[src/rtl/contador_modular_if.sv]
// Bus between a contador_modular stage and whoever drives it.
//
// Request signals (inc, dec, load, load_val) are plain levels. The counter is
// always ready and has no valid/ready pair. inc and dec count only on their
// rising edge. load is sampled on every clock. The response signals (count,
// carry, borrow, load_err) are registered in the counter; bcd is derived from
// count. carry, borrow and load_err are one-cycle pulses.
//
// Modports:
//   master : drives the requests and observes the outputs (testbench, time-set logic)
//   slave  : the counter itself
interface contador_modular_if #(
  parameter int WIDTH = 6
);
  logic             inc;
  logic             dec;
  logic             load;
  logic [WIDTH-1:0] load_val;
  logic [WIDTH-1:0] count;
  logic [7:0]       bcd;
  logic             carry;
  logic             borrow;
  logic             load_err;

  modport master (
    output inc, dec, load, load_val,
    input  count, bcd, carry, borrow, load_err
  );

  modport slave (
    input  inc, dec, load, load_val,
    output count, bcd, carry, borrow, load_err
  );
endinterface

[src/rtl/contador_modular.sv]
// contador_modular: generic modulo-MODULO up/down counter for one clock stage
// (seconds, minutes or hours).
//
// Each rising edge of inc or dec moves the count by one. A wrap MODULO-1 -> 0
// produces a one-cycle carry, and a wrap 0 -> MODULO-1 produces a one-cycle
// borrow. Both pulses are used to chain to the next stage. A synchronous load
// sets the time. If the load value is out of range, the count holds and
// load_err pulses. bcd gives {tens, units} of the count to the display drivers.
//
// Ports:
//   clk_i  : clock, rising edge
//   rstn_i : asynchronous active-low reset
//   bus    : contador_modular_if.slave
//            inc, dec, load, load_val -> in
//            count, bcd, carry, borrow, load_err -> out
module contador_modular #(
  parameter int WIDTH     = 6,
  parameter int MODULO    = 60,
  parameter int RESET_VAL = 0,
  parameter int BCD_EN    = 1
) (
  input  logic                clk_i,
  input  logic                rstn_i,
  contador_modular_if.slave   bus
);

  // Elaboration-time parameter checks.
  if (MODULO < 2 || MODULO > (2 ** WIDTH)) begin : g_bad_modulo
    $error("contador_modular: MODULO=%0d outside 2..2**WIDTH", MODULO);
  end
  if (RESET_VAL < 0 || RESET_VAL >= MODULO) begin : g_bad_reset
    $error("contador_modular: RESET_VAL=%0d must be below MODULO", RESET_VAL);
  end
  if (BCD_EN != 0 && MODULO > 100) begin : g_bad_bcd
    $error("contador_modular: BCD_EN needs MODULO <= 100 (MODULO=%0d)", MODULO);
  end

  // MODULO may equal 2**WIDTH. Range compares therefore use one extra bit.
  localparam logic [WIDTH:0]   MOD_EXT = (WIDTH + 1)'(MODULO);
  localparam logic [WIDTH-1:0] TOP_VAL = WIDTH'(MODULO - 1);
  localparam logic [WIDTH-1:0] RST_VAL = WIDTH'(RESET_VAL);

  logic [WIDTH-1:0] count_q;
  logic             carry_q;
  logic             borrow_q;
  logic             load_err_q;
  logic             inc_q;
  logic             dec_q;
  logic             inc_edge;
  logic             dec_edge;
  logic             load_ok;

  // The trackers clear in reset. An input that is already high at release
  // therefore counts as one edge.
  assign inc_edge = bus.inc & ~inc_q;
  assign dec_edge = bus.dec & ~dec_q;
  assign load_ok  = ({1'b0, bus.load_val} < MOD_EXT);

  always_ff @(posedge clk_i or negedge rstn_i) begin
    if (!rstn_i) begin
      count_q    <= RST_VAL;
      carry_q    <= 1'b0;
      borrow_q   <= 1'b0;
      load_err_q <= 1'b0;
      inc_q      <= 1'b0;
      dec_q      <= 1'b0;
    end else begin
      // The trackers update during load cycles too. A level held through a
      // load therefore does not count afterwards.
      inc_q      <= bus.inc;
      dec_q      <= bus.dec;
      carry_q    <= 1'b0;
      borrow_q   <= 1'b0;
      load_err_q <= 1'b0;
      if (bus.load) begin
        if (load_ok) begin
          count_q <= bus.load_val;
        end else begin
          load_err_q <= 1'b1;
        end
      end else if (inc_edge && dec_edge) begin
        count_q <= count_q;  // simultaneous up and down cancel out
      end else if (inc_edge) begin
        if (count_q == TOP_VAL) begin
          count_q <= '0;
          carry_q <= 1'b1;
        end else begin
          count_q <= count_q + WIDTH'(1);
        end
      end else if (dec_edge) begin
        if (count_q == '0) begin
          count_q  <= TOP_VAL;
          borrow_q <= 1'b1;
        end else begin
          count_q <= count_q - WIDTH'(1);
        end
      end
    end
  end

  assign bus.count    = count_q;
  assign bus.carry    = carry_q;
  assign bus.borrow   = borrow_q;
  assign bus.load_err = load_err_q;

  if (BCD_EN != 0) begin : g_bcd
    // Division is done at 32 bits so that small WIDTH values cannot truncate
    // the constant 10. MODULO <= 100 keeps tens within 0..9.
    logic [31:0] count_ext;
    assign count_ext = 32'(count_q);
    assign bus.bcd   = {4'(count_ext / 32'd10), 4'(count_ext % 32'd10)};
  end else begin : g_no_bcd
    assign bus.bcd = 8'h00;
  end

endmodule
[src/flat_wrapper.sv]
// flat-port wrapper written by rule: the top's interface ports become plain ports
module contador_modular_flat 
#(
  parameter int WIDTH     = 6,
  parameter int MODULO    = 60,
  parameter int RESET_VAL = 0,
  parameter int BCD_EN    = 1
)
  (clk_i, rstn_i, bus_inc, bus_dec, bus_load, bus_load_val, bus_count, bus_bcd, bus_carry, bus_borrow, bus_load_err);
  contador_modular_if #(.WIDTH(WIDTH)) bus_i ();
  input  logic clk_i;
  input  logic rstn_i;
  input wire logic [$bits(bus_i.inc)-1:0] bus_inc;
  input wire logic [$bits(bus_i.dec)-1:0] bus_dec;
  input wire logic [$bits(bus_i.load)-1:0] bus_load;
  input wire logic [$bits(bus_i.load_val)-1:0] bus_load_val;
  output wire logic [$bits(bus_i.count)-1:0] bus_count;
  output wire logic [$bits(bus_i.bcd)-1:0] bus_bcd;
  output wire logic [$bits(bus_i.carry)-1:0] bus_carry;
  output wire logic [$bits(bus_i.borrow)-1:0] bus_borrow;
  output wire logic [$bits(bus_i.load_err)-1:0] bus_load_err;
  assign bus_i.inc = bus_inc;
  assign bus_i.dec = bus_dec;
  assign bus_i.load = bus_load;
  assign bus_i.load_val = bus_load_val;
  assign bus_count = bus_i.count;
  assign bus_bcd = bus_i.bcd;
  assign bus_carry = bus_i.carry;
  assign bus_borrow = bus_i.borrow;
  assign bus_load_err = bus_i.load_err;
  contador_modular #(.WIDTH(WIDTH), .MODULO(MODULO), .RESET_VAL(RESET_VAL), .BCD_EN(BCD_EN)) u_core (.clk_i(clk_i), .rstn_i(rstn_i), .bus(bus_i));
endmodule
[config.mk]
export PLATFORM = sky130hd
export DESIGN_NAME = contador_modular_flat
export DESIGN_NICKNAME = d
export VERILOG_FILES = /design/src/rtl/contador_modular_if.sv /design/src/rtl/contador_modular.sv /design/src/flat_wrapper.sv
export SDC_FILE = /design/constraint.sdc
export NUM_CORES = 1
export LEC_CHECK = 0
export BUFFER_PORTS_ARGS = -buffer_cell sky130_fd_sc_hd__clkbuf_2
export CAP_MARGIN = 20
export CORE_AREA = 3 3 66 68
export CTS_CLUSTER_DIAMETER = 80
export CTS_CLUSTER_SIZE = 30
export DETAILED_ROUTE_END_ITERATION = 8
export DIE_AREA = 0 0 69 71
export GPL_ROUTABILITY_DRIVEN = 0
export HOLD_SLACK_MARGIN = 0.12
export PLACE_DENSITY_LB_ADDON = 0.25
export SYNTH_ARGS = -nofsm -noshare
export SYNTH_HDL_FRONTEND = slang
export SYNTH_SLANG_ARGS = --single-unit
[constraint.sdc]
create_clock -name clk_i -period 2.8 [get_ports clk_i]
set_input_delay 0.14 -clock clk_i [delete_from_list [all_inputs] [get_ports clk_i]]
set_output_delay 0.14 -clock clk_i [all_outputs]
set_load 0.1 [all_outputs]
# --- Word level (Yosys, flattened, before mapping) ---
# Index checks and enable logic that the tools add are counted.
word_totals:
  latch_bits: 0
  mem_bits_ro: 0
  ram_bits: 0
  register_bits: 11
  n_memories: 0
  word_cells: 40
  inputBits: 11
op_classes:
  n_mul: 0
  bitwise: 4
  eq_ne: 3
  add_sub_neg: 2
  n_mux: 18
  magnitude_cmp: 1
  div: 2
  reduce_logical: 4
  shift: 0
ops:
  columns: ["cell", "count"]
  rows:
  - ["6-bit 2-to-1 mux", 7]
  - ["6-bit by 4-bit divider with 32-bit output (second input constant)", 1]
  - ["6-bit by 4-bit remainder unit with 32-bit output (second input constant)", 1]
  - ["1-bit 2-to-1 mux", 11]
  - ["6-bit by 1-bit adder with 6-bit output (second input constant)", 1]
  - ["6-bit equality test (second input constant)", 1]
  - ["6-bit logical NOT", 1]
  - ["6-bit less-than comparator (second input constant)", 1]
  - ["6-bit by 1-bit subtractor with 6-bit output (second input constant)", 1]
  - ["3-bit AND reduction", 1]
  - ["3-bit nonzero test", 1]
  - ["1-bit bitwise AND", 2]
  - ["2-bit by 1-bit != test with 1-bit output (second input constant)", 1]
  - ["2-bit != test (second input constant)", 1]
  - ["1-bit inverter", 2]
  - ["1-bit logical AND", 1]

# --- Logic depth before layout (Yosys ltp) ---
# Gate-level depths: netlist (run 1).
logic_depth:
  word_depth: 6
  mapped_depth: 13
  depth_no_buf: 12

# --- Worst setup path before layout (run 1) ---
# OpenSTA, ideal clock, no wires.
synth_timing:
  path_type: "reg-to-output"
  startpoint: "reg u_core.count_q[4] (netlist: u_core.bus.count[4])"
  endpoint: "out bus_bcd[1]"
  arrival_time_ps: 5346
  required_time_ps: 2660
  path_buffers: 1
  path_stages_with_launch: 12
  setup_slack_ps: -2686
  cell_sequence: "dfrtp_1 > buf_4 > inv_1 > ha_1 > nor2_1 > inv_1 > ha_1 > nand2b_1 > nor4_1 > o31ai_1 > nand3_1 > xnor2_1"
synth_via:
  elab_chain_cells: 1
synth_lines:
  columns: ["element", "line_no", "text"]
  rows:
  - ["from (decl)", "contador_modular.sv:43", "logic [WIDTH-1:0] count_q;"]
  - ["from (signal assigned)", "contador_modular.sv:77", "count_q <= bus.load_val;"]
  - ["from (signal assigned)", "contador_modular.sv:82", "count_q <= count_q;"]
  - ["from (signal assigned)", "contador_modular.sv:88", "count_q <= count_q + WIDTH'(1);"]
  - ["6-bit by 4-bit remainder unit with 32-bit output", "contador_modular.sv:111", "assign bus.bcd = {4'(count_ext / 32'd10), 4'(count_ext % 32'd10)};"]
  - ["to (decl)", "flat_wrapper.sv:18", "output wire logic [$bits(bus_i.bcd)-1:0] bus_bcd;"]
# No other way between the ends.

# --- Worst setup path after layout (run 1) ---
layout_timing:
  startpoint: "reg u_core.count_q[3] (netlist: u_core.bus.count[3])"
  endpoint: "out bus_bcd[3]"
# The elaborated chain is that of the path after synthesis.

==> summary.md, run 1 <==
| Metric | Value |
|---|---|
| Yosys top cell area share | `0.2376` |
| Inserted Diodes | `0` |
| Final hold vios | `0` |
| Worst skew pair latency | `~0.24 ns` |
| Post-Syn Area | `between 0.001 and 0.0015 mm2` |
| Initial Util | `0.2960` |
| Sw Ratio | `0.5649` |
| FF-to-FF setup slack | `between 0.6 and 0.7 ns` |
| Clk_skew | `approximately 0.0033 ns` |
| Fraction of layout cells with a size suffix above 1 | `0.3552` |
| Io pins | `28` |
| Worst Setup EP | `bus_bcd[3]` |
| Vias | `roughly 1200` |
| Max Cap Violations | `0` |
| # fillers | `about 400` |
| Sw Pwr | `around 0.0011 W` |
| Clk slew on worst S/H paths | `about 0.050 ns` |
| TritonRoute pass-1 iters | `4` |
| Synth warn | `0` |
| CTS root buffer | `clkbuf_8` |
| Vias per cell | `between 5 and 6` |
| Area of the multi-input gates | `927.1 um2` |
| Reg2Reg Launch Point | `u_core.bus.count[1]` |
| Yosys cell types | `44` |
| Final core occ | `0.4357` |
| PnR worst setup slack | `-0.1031 ns` |
| Row cnt | `23` |
| DRC Markers | `0` |
| CTS tree | `yes` |
| DIE AREA | `slightly below 0.005 mm2` |
| Dominant synthesized flop cell | `dfrtp_1` |
| Post-synthesis sequential area ratio | `0.2376` |
| Max Slew Vio Count | `0` |
| Status | `finished with violations` |
| Post-synth net total | `~170` |
| Total routed wirelength | `3.244 mm` |
| Setup Crit Path Kind | `reg2out` |
| DR iter-0 viols | `46` |
| FFs w/ async S/R, synth | `1.000` |
| Total grt overflow | `0` |
| Crit share post-route | `1.037` |
| Post-placement setup slack | `0.07858 ns` |
| Largest net degree at the start of global routing | `19` |
| Crit. End Element | `primary output` |
| Leak | `about 0.75 nW` |
| FMAX | `approximately 340 MHz` |
| Commonest cells after routing, fill and taps aside | `22 x clkbuf_2, 13 x nor2_1, 12 x buf_4` |
| Clock power share | `0.086` |
| Worst slew pin tran | `0.5787 ns` |
| Flop pwr share | `0.121` |
| Die width | `a little under 70 um` |
| Setup tns final | `-0.2417 ns` |
| Internal cell power | `~0.00082 W` |
| CTS max path bufs | `2` |
| EDFF count, synth | `0` |
| Die Y-Extent | `~71 um` |
| Most common library cell in the layout ignoring fill and taps | `clkbuf_2` |
| CP required | `~2.7 ns` |
| Reg2reg end | `u_core.bus.count[4]` |
| FF/Latch Area | `around 280 um2` |
| Pwr dens | `about 1100 mW/mm2` |
| Vias in the first global route | `1214` |
| Combinational power share | `0.793` |
| Wire length per cell | `around 14 um` |
| Final Total Pwr | `around 0.0019 W` |
| Syn Area/Cell | `slightly below 8 um2` |
| Reg2Reg Depth | `7` |
| Cells after synthesis | `about 150` |
| Startpoint Class | `flip-flop` |
| Post-route ant nets | `0` |
| Total GRT Usage | `0.1329` |
| Worst hold path type | `in2reg` |
| Post-layout min period | `between 2 and 3 ns` |
| Critical Path Fanout Max | `5` |
| Initial antenna violation count | `0` |
| Dpl hpwl | `around 2.4 mm` |
| CTS Sinks | `11` |
| Final nets | `205` |
| Failing checks | `negative setup slack` |
| Yosys reg bits | `11` |
| Port Buffers | `26` |
| Synth top area cells | `dfrtp_1 24%, ha_1 11%, nor2_1 4.5%` |
| Peak VDD IR | `0.2978 mV` |
| RSZ-0062 raised after global routing | `yes` |
| CP arrival | `2.76 ns` |
| Num CTS Buffers | `3` |
| Setup violations, final | `3` |
| Rel. slew slack | `0.6101` |
| Core area | `0.003914 mm2` |
| Area Growth Syn to Fin | `47.19%` |
| Global-route wire length before repair | `between 5 and 6 mm` |
| Crit. Startpoint | `u_core.bus.count[3]` |
| Area leader, netlist | `dfrtp_1` |
| H-tree depth | `1` |
==> worst min-delay path by stage <==
stage / cells after the start / end / slack (ns) / from
detailed placement: 1 / u_core.bus.count[0] / 0.04 / rstn_i
floorplan: 0 / u_core.bus.borrow / -0.16 / rstn_i
global placement: 1 / u_core.bus.count[0] / 0.03 / rstn_i
global route: 3 / u_core.bus.load_err / 0.19 / bus_load_val[3]
finish: 3 / u_core.bus.load_err / 0.17 / bus_load_val[3]
CTS: 3 / u_core.bus.load_err / 0.17 / bus_load_val[3]
==> through the flow <==
stage          instance area [um2]  hold slack (ns)  std cells
2_1_floorplan                 1349          -0.1556        148
3_3_place_gp                  1535          0.02949        216
3_5_place_dp                  1535          0.03910        216
4_1_cts                       1640           0.1674        227
5_1_grt                       1705           0.1933        233
6_report                      1705           0.1652        233
==> synth_stat cells (2+ instances only) <==
| cell type | n |
|---|---|
| nand2b_1 | 4 |
| o311ai_0 | 2 |
| nand4_1 | 2 |
| a21oi_1 | 9 |
| xor2_1 | 2 |
| o22ai_1 | 3 |
| a221oi_1 | 2 |
| nor4_1 | 4 |
| nor2_1 | 14 |
| dfrtp_1 | 11 |
| and2_1 | 2 |
| or3_1 | 3 |
| and3_1 | 2 |
| a31oi_1 | 3 |
| o221a_2 | 2 |
| xnor2_1 | 2 |
| inv_1 | 8 |
| nand2_1 | 11 |
| buf_6 | 2 |
| nor3_1 | 2 |
| nand3_1 | 5 |
| ha_1 | 10 |
| nor3b_1 | 2 |
| o21a_1 | 3 |
| buf_4 | 5 |
| o21ai_0 | 9 |
| buf_2 | 6 |
| nor2b_1 | 2 |
==> flip-flops by register name (all words and copies together), names as in the netlist <==
register / cells
u_core.bus.borrow: 1
u_core.bus.load_err: 1
u_core.dec_q: 1
u_core.inc_q: 1
u_core.bus.carry: 1
u_core.bus.count: 6
==> cell type report <==
class	count	share of cell area
Inverter	8	0.02054
Clock buffer	4	0.02641
Sequential cell	11	0.1658
Multi-Input combinational cell	116	0.5437
Timing Repair Buffer	44	0.2069
Tap cell	50	0.03668
==> cell families (layout without fill, tap and decap cells) <==
group,count (synthesis),after routing,share of synthesized area
AOI/OAI and AO/OA,44,44,0.2570
xor gates and xnor gates,4,4,0.03024
adders and majority gates,10,10,0.1080
buffers and inverters,21,56,0.1037
DFF,11,11,0.2376
muxes,2,2,0.02159
other,1,1,0.003237
and+or+nand+nor,55,55,0.2386
==> critical path: stages (launching register included) <==
cell and delay (ns):
dfrtp_4 0.49, ha_4 0.17, nor2_4 0.08, inv_1 0.04, ha_1 0.26, nand2b_4 0.17
nor3_4 0.20, a21oi_1 0.08, o221a_2 0.31, ha_4 0.17, a31oi_4 0.19, xor2_4 0.18
buf_12 0.19
==> power groups by stage <==
| stage | logic (W) | registers, W | clock network, W |
|---|---|---|---|
| floorplan | 0.000959 | 0.000352 | 0 |
| global placement | 0.00138 | 0.000232 | 0 |
| detailed placement | 0.00138 | 0.000233 | 0 |
| CTS | 0.00142 | 0.000227 | 0.000168 |
| global route | 0.00156 | 0.000231 | 0.000172 |
| finish | 0.00149 | 0.000227 | 0.000162 |
==> routing by layer <==
metal,GRT usage,vias up,wire (um)
li1,-,614,-
met1,0.1638,577,1501
met2,0.2267,41,1532
met3,0.02273,7,158
met4,0.06074,0,52
met5,0,-,0
==> repair_timing <==
item                       4_1_cts  5_1_grt
pin swaps                        2        9
buffers inserted                 4        6
setup endpoints to repair        2        2
hold buffers                     3        0
hold endpoints to repair        13        0
resized for setup                0        3
(Power assumes the default switching activity.)
==> run 2: changes to the inputs <==
--- a/config.mk
+++ b/config.mk
@@ -8,6 +8,7 @@
 export BUFFER_PORTS_ARGS = -buffer_cell sky130_fd_sc_hd__clkbuf_2
 export CAP_MARGIN = 20
 export CORE_AREA = 3 3 66 68
+export CTS_BUF_LIST = sky130_fd_sc_hd__clkbuf_2
 export CTS_CLUSTER_DIAMETER = 80
 export CTS_CLUSTER_SIZE = 30
 export DETAILED_ROUTE_END_ITERATION = 8
==> summary.md, run 2 (synthesis gave the netlist of run 1 again) <==
| Metric | Value |
|---|---|
| Status | `finished with violations` |
| Failing checks | `negative setup slack` |
| Total routed wirelength | `3.255 mm` |
| Reg2reg end | `u_core.bus.count[4]` |
| Post-placement setup slack | `0.07858 ns` |
| Fraction of layout cells with a size suffix above 1 | `0.3641` |
| Finished Cell Area | `around 0.0017 mm2` |
| FF/Latch Area | `between 200 and 300 um2` |
| Crit. Startpoint | `u_core.bus.count[3]` |
| Crit. End Element | `primary output` |
| CTS root buffer | `clkbuf_2` |
| Dpl cell area | `between 0.0015 and 0.002 mm2` |
| CTS max path bufs | `2` |
| Dpl hpwl | `about 2.4 mm` |
| Leak | `~0.74 nW` |
| DRC Markers | `0` |
| Reg2Reg Depth | `7` |
| FMAX | `roughly 340 MHz` |
| Die Y-Extent | `71 um` |
| Area of the multi-input gates | `a little over 900 um2` |
| Post-route ant nets | `0` |
| Peak VDD IR | `0.3006 mV` |
| Port Buffers | `26` |
| Vias per cell | `between 5 and 6` |
| Critical Path Fanout Max | `4` |
| Clk_skew | `approximately 0.0017 ns` |
| Global-route wire length before repair | `5.664 mm` |
| Max Slew Vio Count | `0` |
| Startpoint Class | `flip-flop` |
| PnR worst setup slack | `-0.1210 ns` |
| Vias | `1232` |
| Wire length per cell | `about 14 um` |
| Initial Util | `0.2960` |
| Die width | `69 um` |
| Worst slew pin tran | `between 0.5 and 0.6 ns` |
| Crit share post-route | `1.043` |
| Total GRT Usage | `0.1365` |
| DR iter-0 viols | `just over 90` |
| RSZ-0062 raised after global routing | `yes` |
| Setup Crit Path Kind | `reg2out` |
| Worst skew pair latency | `0.26 ns` |
| Final hold vios | `0` |
| Row cnt | `23` |
| CP arrival | `2.78 ns` |
| DIE AREA | `0.004899 mm2` |
| Worst hold path type | `in2reg` |
| Vias in the first global route | `1232` |
| CTS Sinks | `11` |
| Area Growth Syn to Fin | `46.11%` |
| Setup violations, final | `2` |
| Worst Setup EP | `bus_bcd[3]` |
| Max Cap Violations | `0` |
| Clk slew on worst S/H paths | `between 0.1 and 0.15 ns` |
| CP required | `about 2.7 ns` |
| Reg2Reg Launch Point | `u_core.bus.count[1]` |
| TritonRoute pass-1 iters | `4` |
| Largest net degree at the start of global routing | `19` |
| Pwr dens | `between 1000 and 1500 mW/mm2` |
| Core area | `about 0.004 mm2` |
| Initial antenna violation count | `0` |
| Rel. slew slack | `0.6070` |
| Inserted Diodes | `0` |
| FF-to-FF setup slack | `roughly 0.7 ns` |
| # fillers | `406` |
| CTS tree | `yes` |
| Commonest cells after routing, fill and taps aside | `25 x clkbuf_2, 15 x buf_4, 13 x nor2_1` |
| Io pins | `28` |
| Most common library cell in the layout ignoring fill and taps | `clkbuf_2` |
| Largest register FFs | `6` |
| Final nets | `between 200 and 250` |
| Total grt overflow | `0` |
| Num CTS Buffers | `3` |
| Post-layout min period | `around 3 ns` |
| H-tree depth | `1` |
run 2: cell count changes in the layout (fill, tap and decap cells not counted), sizes merged:
cell and delta:
dlygate4sd3 +1, clkbuf -1, buf +1
run 2: layer usage:
layer  vias up  share of wire  track usage
li1        614              -            -
met1       566           0.46       0.1718
met2        43           0.47       0.2331
met3         9          0.049      0.01989
met4         0          0.020      0.05857
met5         -              0            0
run 2: layout make-up:
type | instances | share of cell area
multi-input combinational | 116 | 0.5521
timing repair buffer | 45 | 0.2114
sequential | 11 | 0.1670
tap | 50 | 0.03695
inverter | 8 | 0.02069
clock buffer | 4 | 0.01183
run 2: power breakdown:
part	switching [W]	internal (W)
clock network	0.0000558	0.0000379
registers	0.0000432	0.000183
logic	0.000957	0.000535
run 2: worst max-delay path, stage by stage (launching register included):
cell      delay (ns)
dfrtp_4         0.51
ha_4            0.18
nor2_4          0.10
inv_1           0.04
ha_1            0.26
nand2b_4        0.16
nor3_4          0.14
a22oi_1         0.11
o221a_2         0.29
ha_4            0.17
a31oi_4         0.19
xor2_4          0.18
buf_12          0.19
run 2: how the worst min path moves through the flow:
| stage | from | to | slack [ns] | cells after the start |
|---|---|---|---|---|
| 2_1_floorplan | rstn_i | u_core.bus.borrow | -0.16 | 0 |
| 3_3_place_gp | rstn_i | u_core.bus.count[0] | 0.03 | 1 |
| 3_5_place_dp | rstn_i | u_core.bus.count[0] | 0.04 | 1 |
| 4_1_cts | bus_load_val[4] | u_core.bus.load_err | 0.12 | 3 |
| 5_1_grt | bus_load_val[5] | u_core.bus.load_err | 0.13 | 3 |
| 6_report | bus_load_val[5] | u_core.bus.load_err | 0.14 | 3 |
run 2: per-stage QoR:
step / power [W] / hold slack (ns) / cells / util / TNS, ns
after global placement: 0.001610 / 0.02949 / 216 / 0.3923 / 0
final: 0.001811 / 0.1399 / 234 / 0.4325 / -0.1559
after CTS: 0.001771 / 0.1209 / 231 / 0.4230 / -0.2480
after detailed placement: 0.001617 / 0.03910 / 216 / 0.3923 / 0
after global routing: 0.001906 / 0.1341 / 234 / 0.4325 / -0.5442
after floorplan: 0.001311 / -0.1556 / 148 / - / -1.289
run 2: what timing repair did:
action                                  4_1_cts  5_1_grt
hold endpoints to repair                     14        0
cloned                                        0        0
buffers inserted                              7        3
pin swaps                                     3        2
endpoints found under the setup margin        2        4
hold buffers                                  4        0
gates resized for setup                       2        3
==> run 3: changes to the inputs <==
--- a/config.mk
+++ b/config.mk
@@ -16,6 +16,7 @@
 export GPL_ROUTABILITY_DRIVEN = 0
 export HOLD_SLACK_MARGIN = 0.12
 export PLACE_DENSITY_LB_ADDON = 0.25
+export REMOVE_ABC_BUFFERS = 1
 export SYNTH_ARGS = -nofsm -noshare
 export SYNTH_HDL_FRONTEND = slang
 export SYNTH_SLANG_ARGS = --single-unit
==> summary.md, run 3 (synthesis gave the netlist of run 1 again) <==
| Metric | Value |
|---|---|
| Status | `finished with violations` |
| Failing checks | `negative setup slack` |
| Reg2Reg Launch Point | `u_core.bus.count[1]` |
| Rel. slew slack | `0.6208` |
| Total grt overflow | `0` |
| Vias | `1259` |
| Max Cap Violations | `0` |
| H-tree depth | `1` |
| Clk slew on worst S/H paths | `0.12 ns` |
| Port Buffers | `26` |
| Setup Crit Path Kind | `reg2out` |
| Num CTS Buffers | `3` |
| Largest net degree at the start of global routing | `24` |
| Crit. End Element | `primary output` |
| Io pins | `28` |
| CTS Sinks | `11` |
| Pwr dens | `approximately 1100 mW/mm2` |
| Dpl hpwl | `between 2 and 2.5 mm` |
| Vias per cell | `between 5 and 6` |
| FMAX | `about 340 MHz` |
| Most common library cell in the layout ignoring fill and taps | `clkbuf_2` |
| CTS max path bufs | `2` |
| Max Slew Vio Count | `0` |
| Final nets | `roughly 210` |
| Crit. Startpoint | `u_core.bus.count[3]` |
| Vias in the first global route | `1197` |
| Peak VDD IR | `1.006 mV` |
| Wire length per cell | `between 10 and 15 um` |
| Largest register FFs | `6` |
| DR iter-0 viols | `73` |
| Commonest cells after routing, fill and taps aside | `25 x clkbuf_2, 13 x nor2_1, 13 x buf_4` |
| TritonRoute pass-1 iters | `4` |
| Initial antenna violation count | `0` |
| Initial Util | `0.2960` |
| Post-route ant nets | `0` |
| Final hold vios | `0` |
| Worst skew pair latency | `around 0.27 ns` |
| Setup violations, final | `3` |
| CP required | `~2.7 ns` |
| Worst hold path type | `in2reg` |
| Worst Setup EP | `bus_bcd[3]` |
| Reg2reg end | `u_core.bus.count[4]` |
| Die Y-Extent | `slightly above 70 um` |
| Fraction of layout cells with a size suffix above 1 | `0.3838` |
| Leak | `between 0.7 and 0.8 nW` |
| Post-placement setup slack | `-0.08174 ns` |
| DIE AREA | `between 0.004 and 0.005 mm2` |
| FF-to-FF setup slack | `slightly below 0.7 ns` |
| CTS tree | `yes` |
| CTS root buffer | `clkbuf_2` |
| Hold WS | `around 0.17 ns` |
| Total GRT Usage | `0.1403` |
| PnR worst setup slack | `-0.1265 ns` |
| Startpoint Class | `flip-flop` |
| Critical Path Fanout Max | `3` |
| # fillers | `418` |
| Die width | `69 um` |
| Crit share post-route | `1.045` |
| Total routed wirelength | `~3.4 mm` |
| Area Growth Syn to Fin | `46.87%` |
| Worst slew pin tran | `0.5688 ns` |
| DRC Markers | `0` |
| Global-route wire length before repair | `approximately 5.6 mm` |
| Row cnt | `23` |
| RSZ-0062 raised after global routing | `yes` |
| Core area | `roughly 0.004 mm2` |
| Inserted Diodes | `0` |
| Reg2Reg Depth | `7` |
| CP arrival | `between 2 and 3 ns` |
| Post-layout min period | `between 2 and 3 ns` |
| Clk_skew | `around 0.011 ns` |
## run 3: cell types whose count changed in the layout (fill, tap and decap cells not counted), moves of 2 or more
cell,previous run,this run
dlygate4sd3_1,4,6
inv_2,0,2
buf_4,15,13
dfrtp_4,2,0
## run 3: worst min path at each step
stage	from	to	slack [ns]	depth (start not counted)
detailed placement	rstn_i	u_core.bus.carry	0.04	1
finish	bus_load_val[3]	u_core.bus.count[3]	0.17	3
CTS	bus_load_val[3]	u_core.bus.count[3]	0.16	3
global placement	rstn_i	u_core.bus.carry	0.03	1
global route	bus_load_val[3]	u_core.bus.count[3]	0.15	3
floorplan	rstn_i	u_core.bus.borrow	-0.16	0
## run 3: cell type report
cell class	instances	area, um2	area share
inverter	8	30.03	0.01765
multi-input combinational	116	929.6	0.5463
sequential	11	276.5	0.1625
tap	50	62.56	0.03676
timing repair buffer	46	382.9	0.2250
clock buffer	4	20.02	0.01176
## run 3: metrics by stage
step	cells	area (um2)	total power, W	setup TNS [ns]	util
after floorplan	135	1069	0.001077	-10.49	-
after global placement	221	1411	0.001475	-0.01383	0.3606
after detailed placement	221	1411	0.001487	-0.08174	0.3606
after CTS	233	1632	0.001738	-0.2601	0.4169
after global routing	235	1702	0.001890	-0.5974	0.4348
final	235	1702	0.001794	-0.1492	0.4348
## run 3: worst max-delay path: stages (launching register included)
cell and delay (ns):
dfrtp_2 0.47, ha_4 0.18, nor2_4 0.09, inv_2 0.05
ha_4 0.20, nand2b_4 0.15, nor3_4 0.23, a22oi_2 0.11
o221a_2 0.31, ha_4 0.17, a31oi_4 0.16, xor2_2 0.20
buf_12 0.20
## run 3: timing repair
item | 4_1_cts | 5_1_grt
endpoints found under the hold margin | 14 | 0
endpoints found under the setup margin | 4 | 4
gates resized for setup | 22 | 12
buffers inserted | 2 | 2
pin swaps | 7 | 6
hold buffers | 6 | 0
## run 3: layer usage
layer  track usage  wire (um)
met1        0.1767       1460
met2        0.2341       1688
met3       0.02131        194
met4       0.06941         76
met5             0          0
## run 3: power by group
group          leakage [nW]  internal [W]  switching [W]
combinational         0.599      0.000524       0.000956
clock                0.0166     0.0000379      0.0000565
sequential            0.135      0.000179      0.0000407
total                 0.750      0.000741        0.00105
